### src/rtl/fighter_pkg.sv
// fighter_pkg: pose states and tuning constants shared by fighter logic.
// P2_BLOCK_CHIP_EN selects chip damage on blocked hits (2) instead of full absorption (0).
package fighter_pkg;
    typedef enum logic [3:0] {IDLE, MOVE, CROUCH, JUMP, KICK, PUNCH, CPUNCH, BLOCK, DEAD} pose_t;
    localparam logic [9:0] GROUND_Y      = 10'd300;
    localparam logic [9:0] X_MIN         = 10'd0;
    localparam logic [9:0] X_MAX         = 10'd512;
    localparam logic [9:0] X_START       = 10'd64;
    localparam logic [9:0] MOVE_STEP     = 10'd2;
    localparam logic [9:0] JUMP_STEP     = 10'd4;
    localparam int         JUMP_FRAMES   = 32;
    localparam int         ATTACK_FRAMES = 8;
    localparam logic [4:0] JUMP_LAST     = 5'(JUMP_FRAMES - 1);
    localparam logic [4:0] JUMP_HALF     = 5'(JUMP_FRAMES / 2);
    localparam logic [2:0] ATTACK_LAST   = 3'(ATTACK_FRAMES - 1);
    localparam logic [6:0] HIT_DAMAGE    = 7'd10;
    localparam logic [6:0] MAX_HEALTH    = 7'd100;
`ifdef P2_BLOCK_CHIP_EN
    localparam logic [6:0] BLOCK_CHIP    = 7'd2;
`else
    localparam logic [6:0] BLOCK_CHIP    = 7'd0;
`endif

    function automatic logic is_attack(pose_t s);
        return s inside {KICK, PUNCH, CPUNCH};
    endfunction
endpackage

### src/rtl/fighter_health.sv
// fighter_health: health register with saturating hit damage, reduced while blocking.
module fighter_health
    import fighter_pkg::*;
(
    input  logic       frame_clk,
    input  logic       Reset,
    input  logic       hit_in,
    input  logic       blocking,
    input  logic       dead,
    output logic [6:0] health
);
    logic [6:0] dmg;

    always_comb dmg = blocking ? BLOCK_CHIP : HIT_DAMAGE;

    always_ff @(posedge frame_clk or posedge Reset)
        if (Reset)
            health <= MAX_HEALTH;
        else if (hit_in && !dead)
            health <= (health > dmg) ? health - dmg : 7'd0;
endmodule

### src/rtl/player2_controller.sv
// player2_controller: player-2 pose FSM, sprite position and health for the fighting game.
// Blocked-hit damage depends on P2_BLOCK_CHIP_EN (see fighter_pkg).
module player2_controller
    import fighter_pkg::*;
(
    input  logic       frame_clk,
    input  logic       Reset,
    input  logic       key_left,
    input  logic       key_right,
    input  logic       key_up,
    input  logic       key_down,
    input  logic       key_punch,
    input  logic       key_kick,
    input  logic       key_block,
    input  logic [9:0] opp_x,
    input  logic       hit_in,
    output logic [9:0] spritex,
    output logic [9:0] spritey,
    output logic       stand,
    output logic       crouch,
    output logic       jump,
    output logic       kick,
    output logic       punch,
    output logic       crouchpunch,
    output logic       move,
    output logic       block,
    output logic       dead,
    output logic       flip,
    output logic [6:0] health
);
    pose_t      state, next_state, base_state;
    logic [2:0] atk_cnt;
    logic [4:0] jmp_cnt;
    logic [9:0] x_next;
    logic [8:0] flags_d;

    fighter_health u_health (
        .frame_clk (frame_clk),
        .Reset     (Reset),
        .hit_in    (hit_in),
        .blocking  (state == BLOCK),
        .dead      (state == DEAD),
        .health    (health)
    );

    // Counters wrap to 0 on their last frame, so a chained re-entry starts fresh.
    always_ff @(posedge frame_clk or posedge Reset)
        if (Reset) begin
            state   <= IDLE;
            atk_cnt <= 3'd0;
            jmp_cnt <= 5'd0;
        end else begin
            state   <= next_state;
            atk_cnt <= (is_attack(state) && is_attack(next_state)) ? atk_cnt + 3'd1 : 3'd0;
            jmp_cnt <= (state == JUMP && next_state == JUMP) ? jmp_cnt + 5'd1 : 5'd0;
        end

    always_comb begin
        base_state = (health == 7'd0)          ? DEAD   :
                     key_block                 ? BLOCK  :
                     key_kick                  ? KICK   :
                     (key_punch && key_down)   ? CPUNCH :
                     key_punch                 ? PUNCH  :
                     key_up                    ? JUMP   :
                     key_down                  ? CROUCH :
                     (key_left ^ key_right)    ? MOVE   : IDLE;
        next_state = (state == DEAD || health == 7'd0)               ? DEAD  :
                     (is_attack(state) && atk_cnt != ATTACK_LAST)    ? state :
                     (state == JUMP && jmp_cnt != JUMP_LAST)         ? JUMP  : base_state;
    end

    always_comb begin
        x_next  = !(next_state inside {MOVE, JUMP}) ? spritex :
                  (key_right && !key_left) ? ((spritex >= X_MAX - MOVE_STEP) ? X_MAX : spritex + MOVE_STEP) :
                  (key_left && !key_right) ? ((spritex <= X_MIN + MOVE_STEP) ? X_MIN : spritex - MOVE_STEP) : spritex;
        flags_d = {next_state inside {IDLE, MOVE}, next_state == CROUCH, next_state == JUMP, next_state == KICK,
                   next_state == PUNCH, next_state == CPUNCH, next_state == MOVE, next_state == BLOCK, next_state == DEAD};
    end

    // Off-jump frames always sit on the ground, which also snaps a jump aborted by death.
    always_ff @(posedge frame_clk or posedge Reset)
        if (Reset) begin
            {stand, crouch, jump, kick, punch, crouchpunch, move, block, dead} <= 9'b1_0000_0000;
            flip    <= 1'b1;
            spritex <= X_START;
            spritey <= GROUND_Y;
        end else begin
            {stand, crouch, jump, kick, punch, crouchpunch, move, block, dead} <= flags_d;
            spritex <= x_next;
            spritey <= (state == JUMP && next_state != DEAD) ?
                       ((jmp_cnt < JUMP_HALF) ? spritey - JUMP_STEP : spritey + JUMP_STEP) : GROUND_Y;
            if (!(next_state inside {JUMP, KICK, PUNCH, CPUNCH}))
                flip <= opp_x < x_next;
        end
endmodule

### config.mk
export PLATFORM = sky130hd
export DESIGN_NAME = player2_controller
export DESIGN_NICKNAME = d
export VERILOG_FILES = /design/src/rtl/fighter_pkg.sv /design/src/rtl/fighter_health.sv /design/src/rtl/player2_controller.sv
export SDC_FILE = /design/constraint.sdc
export NUM_CORES = 1
export LEC_CHECK = 0
export BUFFER_PORTS_ARGS = -buffer_cell sky130_fd_sc_hd__buf_2
export CORE_ASPECT_RATIO = 0.7
export CORE_MARGIN = 10
export CORE_UTILIZATION = 60
export DETAILED_ROUTE_END_ITERATION = 10
export GPL_ROUTABILITY_DRIVEN = 1
export GPL_TIMING_DRIVEN = 0
export HOLD_SLACK_MARGIN = 0.05
export PLACE_DENSITY = 0.86
export SETUP_SLACK_MARGIN = 0.5
export SKIP_CTS_REPAIR_TIMING = 1
export SYNTH_ARGS = -nofsm -noshare
export SYNTH_HDL_FRONTEND = slang
export SYNTH_SLANG_ARGS = --single-unit
### constraint.sdc
create_clock -name frame_clk -period 6.66 [get_ports frame_clk]
set_clock_uncertainty 0.2 [all_clocks]
set_input_delay 0.333 -clock frame_clk [delete_from_list [all_inputs] [get_ports frame_clk]]
set_output_delay 0.333 -clock frame_clk [all_outputs]
set_load 0.05 [all_outputs]
==> impl_metrics.env, run 1 <==
export IMPL_crit_arrival_ns=4.14
export IMPL_crit_path_start_kind="flip-flop"
export IMPL_worst_slack_ns=2.55
export IMPL_powerDensity_nw_per_um2=438
export IMPL_crit_top_cell="nor2_1"
export IMPL_vias=2573
export IMPL_yosysUniqueCellTypes=58
export IMPL_synth_adder_area_share=0.123
export IMPL_synthXorXnorAreaFrac=0.0302
export IMPL_cp_end_kind="flip-flop"
export IMPL_htree_levels=2
export IMPL_final_min_clock_period_ns=4.11
export IMPL_grt_pass1_vias=2536
export IMPL_r2r_cells=19
export IMPL_ant_nets=0
export IMPL_nFillCells=349
export IMPL_cts_buffer_depth=2
export IMPL_place_hpwl_um=5820
export IMPL_rrSetupSlack_ns=2.55
export IMPL_yosysSeqAreaShare=0.401
export IMPL_syn_cell_area_um2=2900
export IMPL_mostFrequentLayoutCells="buf_2 (56), dfrtp_1 (36), nor2_1 (34), ha_1 (27), nand2_1 (26)"
export IMPL_final_nets=414
export IMPL_overflow=0
export IMPL_rsz0062_at_grt="no"
export IMPL_clock_power_share=0.138
export IMPL_pre_cts_ws_ns=2.49
export IMPL_p_leak_nw=1.67
export IMPL_r2r_end="flip"
export IMPL_clock_sinks=46
export IMPL_drt_iter0_markers=275
export IMPL_final_hold_violation_count=0
export IMPL_p_seq_frac=0.313
export IMPL_setup_viol=0
export IMPL_viasPerCell=6.07
export IMPL_fp_coreArea_um2=4730
export IMPL_synth_seq_cells=46
export IMPL_synth_edf_count=0
export IMPL_die_y_um=78.2
export IMPL_insertion_delay_ns=0.30
export IMPL_synthCells=302
export IMPL_synth_warnings=0
export IMPL_fin_area_um2=3380
export IMPL_drv_slew=0
export IMPL_drt_pre_antenna_iters=5
export IMPL_synth_async_reset_ratio=1.00
export IMPL_cts_tree="yes"
export IMPL_ir_drop_v=0.000238
export IMPL_reg2reg_from="jmp_cnt[0]"
export IMPL_hold_path_class="in -> reg"
export IMPL_min_from="hit_in"
export IMPL_synthSimpleGateAreaFrac=0.195
export IMPL_wl_per_cell_um=17.4
export IMPL_die_x_um=103
export IMPL_antenna_found_initial=0
export IMPL_die_area_um2=8060
export IMPL_crit_slowest_cell="dfrtp_1"
export IMPL_drv_cap=0
export IMPL_met3_usage=0.0420
export IMPL_yosys_most_used_dff="dfrtp_1"
export IMPL_rows=21
export IMPL_p_switching_uw=744
export IMPL_routed_wl_um=7380
export IMPL_cp_max_fo=10
export IMPL_io_pins=57
export IMPL_holdPathStages=3
export IMPL_min_period_over_period=0.617
export IMPL_p_sw_frac=0.503
export IMPL_antenna_cells=0
export IMPL_critPathRequiredTime_ns=6.69
export IMPL_numCtsBuffers=5
export IMPL_synth_compound_area_frac=0.198
export IMPL_holdPathEnd="u_health.health[6]"
export IMPL_cts_root_buf="clkbuf_8"
export IMPL_cp_slowest_stage_delay_ns=0.40
export IMPL_syn_area_per_cell_um2=9.61
export IMPL_dpl_cell_area_um2=3270
export IMPL_routabilityCongestion=0.954
export IMPL_top_usage_layer="met2"
export IMPL_cts_clk_slew_worst_paths_ns=0.08
export IMPL_synth_top_family_by_area="compound AO/OA/AOI/OAI gates"
export IMPL_fin_tns_setup_ns=0
export IMPL_internal_power_uw=735
export IMPL_grt_max_degree=29
export IMPL_muxShareOfSynthArea=0.0103
export IMPL_drive_above_1_share=0.232
export IMPL_initial_core_util=0.613
export IMPL_groute_usage_overall=0.189
export IMPL_path_class="reg -> reg"
export IMPL_combinationalPowerShare=0.550
export IMPL_maxSlewHeadroom=0.279
export IMPL_final_common_cell="buf_2"
export IMPL_grtUsageMet1=0.262
export IMPL_crit_chain="ha_1 -> and3_1 -> ha_1 -> nor2_1 -> mux2i_1 -> o21bai_1 -> o211ai_1 -> nor2_1 -> buf_2 -> o211ai_1 -> a21oi_1 -> ha_1 -> a21oi_1 -> nor2_1 -> a211oi_1 -> o21ai_0 -> nor2_1 -> o21ai_1 -> mux2i_1"
export IMPL_grtUsageMet2=0.286
export IMPL_grt_pass1_wl_um=12300
export IMPL_tightest_slew_ns=1.07
export IMPL_route_detailed_drc=0
export IMPL_io_buffers=53
export IMPL_clock_fmax_mhz=243
export IMPL_outcome="finished clean"
export IMPL_areaGrowthSynthToFinish_pct=16.6
how the worst max path moves through the flow:
stage	to	start	cells past startpoint
finish	flip	jmp_cnt[0]	19
global route	flip	jmp_cnt[0]	19
CTS	flip	jmp_cnt[0]	19
detailed placement	flip	key_right	17
global placement	flip	key_right	18
floorplan	flip	jmp_cnt[0]	17
synthesized netlist by cell type, types with 3 or more instances:
cell	n	area (um2)
o211ai_1	3	22.5
xor2_1	4	35.0
nand2b_1	3	18.8
or3_1	4	25.0
nand2_1	26	97.6
nand3_1	6	30.0
dfrtp_1	36	901
buf_4	3	22.5
mux2i_1	3	30.0
a22o_1	3	26.3
xnor2_1	6	52.6
nor3_1	4	20.0
nor2_1	34	128
a21oi_1	20	100
dfstp_2	10	263
a211oi_1	3	22.5
o21ai_0	10	50.1
o31ai_1	3	22.5
buf_2	3	15.0
a22oi_1	3	22.5
ha_1	27	338
inv_1	17	63.8
a21o_1	11	82.6
nor2b_1	9	56.3
and3_1	6	37.5
logic make-up after synthesis:
logic type | Yosys count
other | 1
adders and majority gates | 28
muxes | 3
xor gates and xnor gates | 10
AOI/OAI and AO/OA | 81
DFF | 46
and+or+nand+nor | 108
buffers and inverters | 25
metal layers:
layer	vias up	routed length (um)
met3	20	539
met1	1210	3290
li1	1226	-
met5	-	0
met2	117	3410
met4	0	141
stage by stage:
stage               std cells  power, mW  hold slack, ns   util
finish                    424       1.48           0.174  0.715
global placement          414       1.23           0.219  0.686
floorplan                 304       1.06           0.207      -
CTS                       423       1.48          -0.178  0.713
global route              424       1.59           0.216  0.715
detailed placement        415       1.27           0.151  0.690
worst max-delay path, delay by kind of cell (launching register included):
family / cells / cell delay [ns]
buf+inv: 1 / 0.26
fa+ha+maj: 3 / 0.70
mux: 2 / 0.21
flops: 1 / 0.40
compound gates: 8 / 1.61
simple gates: 5 / 0.64
cell type report:
type                    count  area [um2]  share of cell area
repair buffers             55         295              0.0873
flip-flops and latches     46        1160               0.344
multi-input cells         233        1630               0.482
inverters                  17        63.8              0.0189
clock inverters             1        30.0             0.00888
clock buffers               7        76.3              0.0226
well taps                  57        71.3              0.0211
plain buffers               8        52.6              0.0155
flip-flops by register name, summed over array words and instances (netlist names):
signal and flops:
kick 1, flip 1, spritey 8, state 4, crouch 1, dead 1
move 1, u_health.health 6, stand 1, jump 1, jmp_cnt 5, block 1
atk_cnt 3, punch 1, spritex 10, crouchpunch 1
power groups by stage:
| stage | Clock [mW] | Sequential [mW] | Combinational, mW |
|---|---|---|---|
| after floorplan | 0 | 0.660 | 0.404 |
| after global placement | 0 | 0.459 | 0.772 |
| after CTS | 0.209 | 0.460 | 0.809 |
| after detailed placement | 0 | 0.464 | 0.803 |
| after global routing | 0.218 | 0.473 | 0.896 |
| final | 0.204 | 0.463 | 0.813 |
Note: power is estimated with default switching activity, not from simulation.
==> run 2: changes to the inputs <==
Settings changed: CORE_UTILIZATION 60 to 50, PLACE_DENSITY 0.86 to 0.76.
Clock period 6.66 ns to 3.6 ns, I/O delays scaled along.
==> run 2 against run 1 <==
  * The flow now finishes with violations (setup timing)
  * Via count down 3.0%
  * Worst setup slack worse by 2.6 ns
  * Final cell count rose by 5.4%
  * Power is 88% higher
  * Critical path depth fell by 4
  * Clock-buffer cell count is 1 lower
  * Largest power group unchanged
==> impl_metrics.env, run 2 (synthesis gave the netlist of run 1 again) <==
export IMPL_place_hpwl_um=5440
export IMPL_wl_met3_um=450
export IMPL_largest_register="spritex"
export IMPL_rows=23
export IMPL_overflow=0
export IMPL_wl_per_cell_um=15.7
export IMPL_initial_core_util=0.512
export IMPL_drt_pre_antenna_iters=4
export IMPL_grt_pass1_wl_um=11900
export IMPL_grt_max_degree=29
export IMPL_met1_length_um=3340
export IMPL_insertion_delay_ns=0.29
export IMPL_crit_arrival_ns=3.62
export IMPL_cp_max_fo=10
export IMPL_clock_sinks=46
export IMPL_grt_pass1_vias=2459
export IMPL_tightest_slew_ns=1.13
export IMPL_p_leak_nw=1.69
export IMPL_wl_met2_um=3110
export IMPL_top_layer_used="met4"
export IMPL_die_area_um2=9300
export IMPL_r2r_cells=15
export IMPL_antenna_found_initial=0
export IMPL_final_min_clock_period_ns=3.61
export IMPL_dpl_cell_area_um2=3330
export IMPL_htree_levels=2
export IMPL_final_nets=419
export IMPL_holdPathStages=5
export IMPL_drv_cap=0
export IMPL_final_common_cell="buf_2"
export IMPL_cts_buffer_depth=2
export IMPL_fp_coreArea_um2=5670
export IMPL_largest_reg_flops=10
export IMPL_powerDensity_nw_per_um2=793
export IMPL_largestRegisters="spritex: 10 flops, spritey: 8 flops, u_health.health: 6 flops"
export IMPL_setup_viol=1
export IMPL_ant_nets=0
export IMPL_io_buffers=53
export IMPL_cp_end_kind="flip-flop"
export IMPL_areaGrowthSynthToFinish_pct=20.9
export IMPL_outcome="finished with violations"
export IMPL_vias=2496
export IMPL_rsz0062_at_grt="yes"
export IMPL_die_y_um=83.7
export IMPL_cts_clk_slew_worst_paths_ns=0.08
export IMPL_groute_usage_overall=0.150
export IMPL_critPathRequiredTime_ns=3.62
export IMPL_route_detailed_drc=0
export IMPL_routabilityCongestion=0.906
export IMPL_path_class="reg -> reg"
export IMPL_routed_wl_um=7010
export IMPL_final_hold_violation_count=0
export IMPL_nFillCells=470
export IMPL_viasPerCell=5.58
export IMPL_antenna_cells=0
export IMPL_drive_above_1_share=0.274
export IMPL_ir_drop_v=0.000327
export IMPL_numCtsBuffers=5
export IMPL_worst_slack_ns=-0.00577
export IMPL_io_pins=57
export IMPL_die_x_um=111
export IMPL_pre_cts_ws_ns=-0.192
export IMPL_cts_tree="yes"
export IMPL_fin_area_um2=3510
export IMPL_hold_path_class="in -> reg"
export IMPL_min_period_over_period=1.00
export IMPL_mostFrequentLayoutCells="buf_2 (55), dfrtp_1 (33), nor2_1 (32), nand2_1 (26), ha_1 (25)"
export IMPL_drv_slew=0
export IMPL_clock_fmax_mhz=277
export IMPL_crit_path_start_kind="flip-flop"
export IMPL_cts_root_buf="clkbuf_8"
export IMPL_drt_iter0_markers=168
export IMPL_maxSlewHeadroom=0.243
export IMPL_violations="setup timing"
==> run 2: cell count changes in the layout (fill, tap and decap cells not counted), moves of 2 or more <==
cell	delta
ha_1	-2
dfrtp_2	+3
buf_4	+5
nor2_1	-2
dfrtp_1	-3
ha_2	+2
==> run 2: metrics by stage <==
| step | hold slack [ns] | setup TNS [ns] | cells | power (mW) | util |
|---|---|---|---|---|---|
| after global placement | 0.219 | -0.135 | 432 | 2.31 | 0.584 |
| after detailed placement | 0.00258 | -0.192 | 433 | 2.34 | 0.588 |
| after floorplan | 0.199 | 0 | 304 | 1.99 | - |
| after global routing | 0.159 | -0.289 | 447 | 2.99 | 0.619 |
| final | 0.153 | -0.00577 | 447 | 2.78 | 0.619 |
| after CTS | -0.320 | -0.238 | 441 | 2.74 | 0.607 |
==> run 2: metal layers <==
| metal | global-route usage | vias to the layer above |
|---|---|---|
| li1 | - | 1224 |
| met1 | 0.208 | 1181 |
| met2 | 0.220 | 79 |
| met3 | 0.0381 | 12 |
| met4 | 0.0501 | 0 |
| met5 | 0 | - |
==> run 2: worst paths after layout <==
kind                             from          to  slack [ns]
min in group asynchronous       Reset    state[0]        0.22
max                        spritex[3]        flip      -0.006
max in group asynchronous       Reset        flip        2.42
min                          opp_x[0]        flip        0.15
max reg2reg                spritex[3]        flip      -0.006
min reg2reg                atk_cnt[0]  atk_cnt[0]        0.23
==> run 2: worst max-delay path: stages, from the launching register on <==
cell and delay, ns:
dfrtp_2 0.48, nor4b_2 0.47, nor4b_4 0.39, a21oi_1 0.13
buf_2 0.21, o21ai_0 0.18, nand2_1 0.10, a22oi_1 0.21
ha_1 0.28, a21oi_1 0.14, nor2b_1 0.07, o21ai_0 0.18
o21ai_1 0.09, nor2_1 0.13, o21ai_1 0.11, mux2i_1 0.16
==> run 2: where the power goes <==
group	total, mW	switching, mW	internal, mW	leakage, nW
Sequential	0.858	0.170	0.689	0.575
Clock	0.382	0.174	0.207	0.0514
Combinational	1.54	1.04	0.505	1.06
Total	2.78	1.38	1.40	1.69
==> run 2: area by class of cell <==
class | count | area, um2 | area share
sequential | 46 | 1170 | 0.333
tap | 75 | 93.8 | 0.0268
multi-input combinational | 233 | 1680 | 0.479
buffer | 8 | 55.1 | 0.0157
clock buffer | 6 | 72.6 | 0.0207
clock inverter | 2 | 37.5 | 0.0107
timing repair buffer | 60 | 335 | 0.0956
inverter | 17 | 63.8 | 0.0182
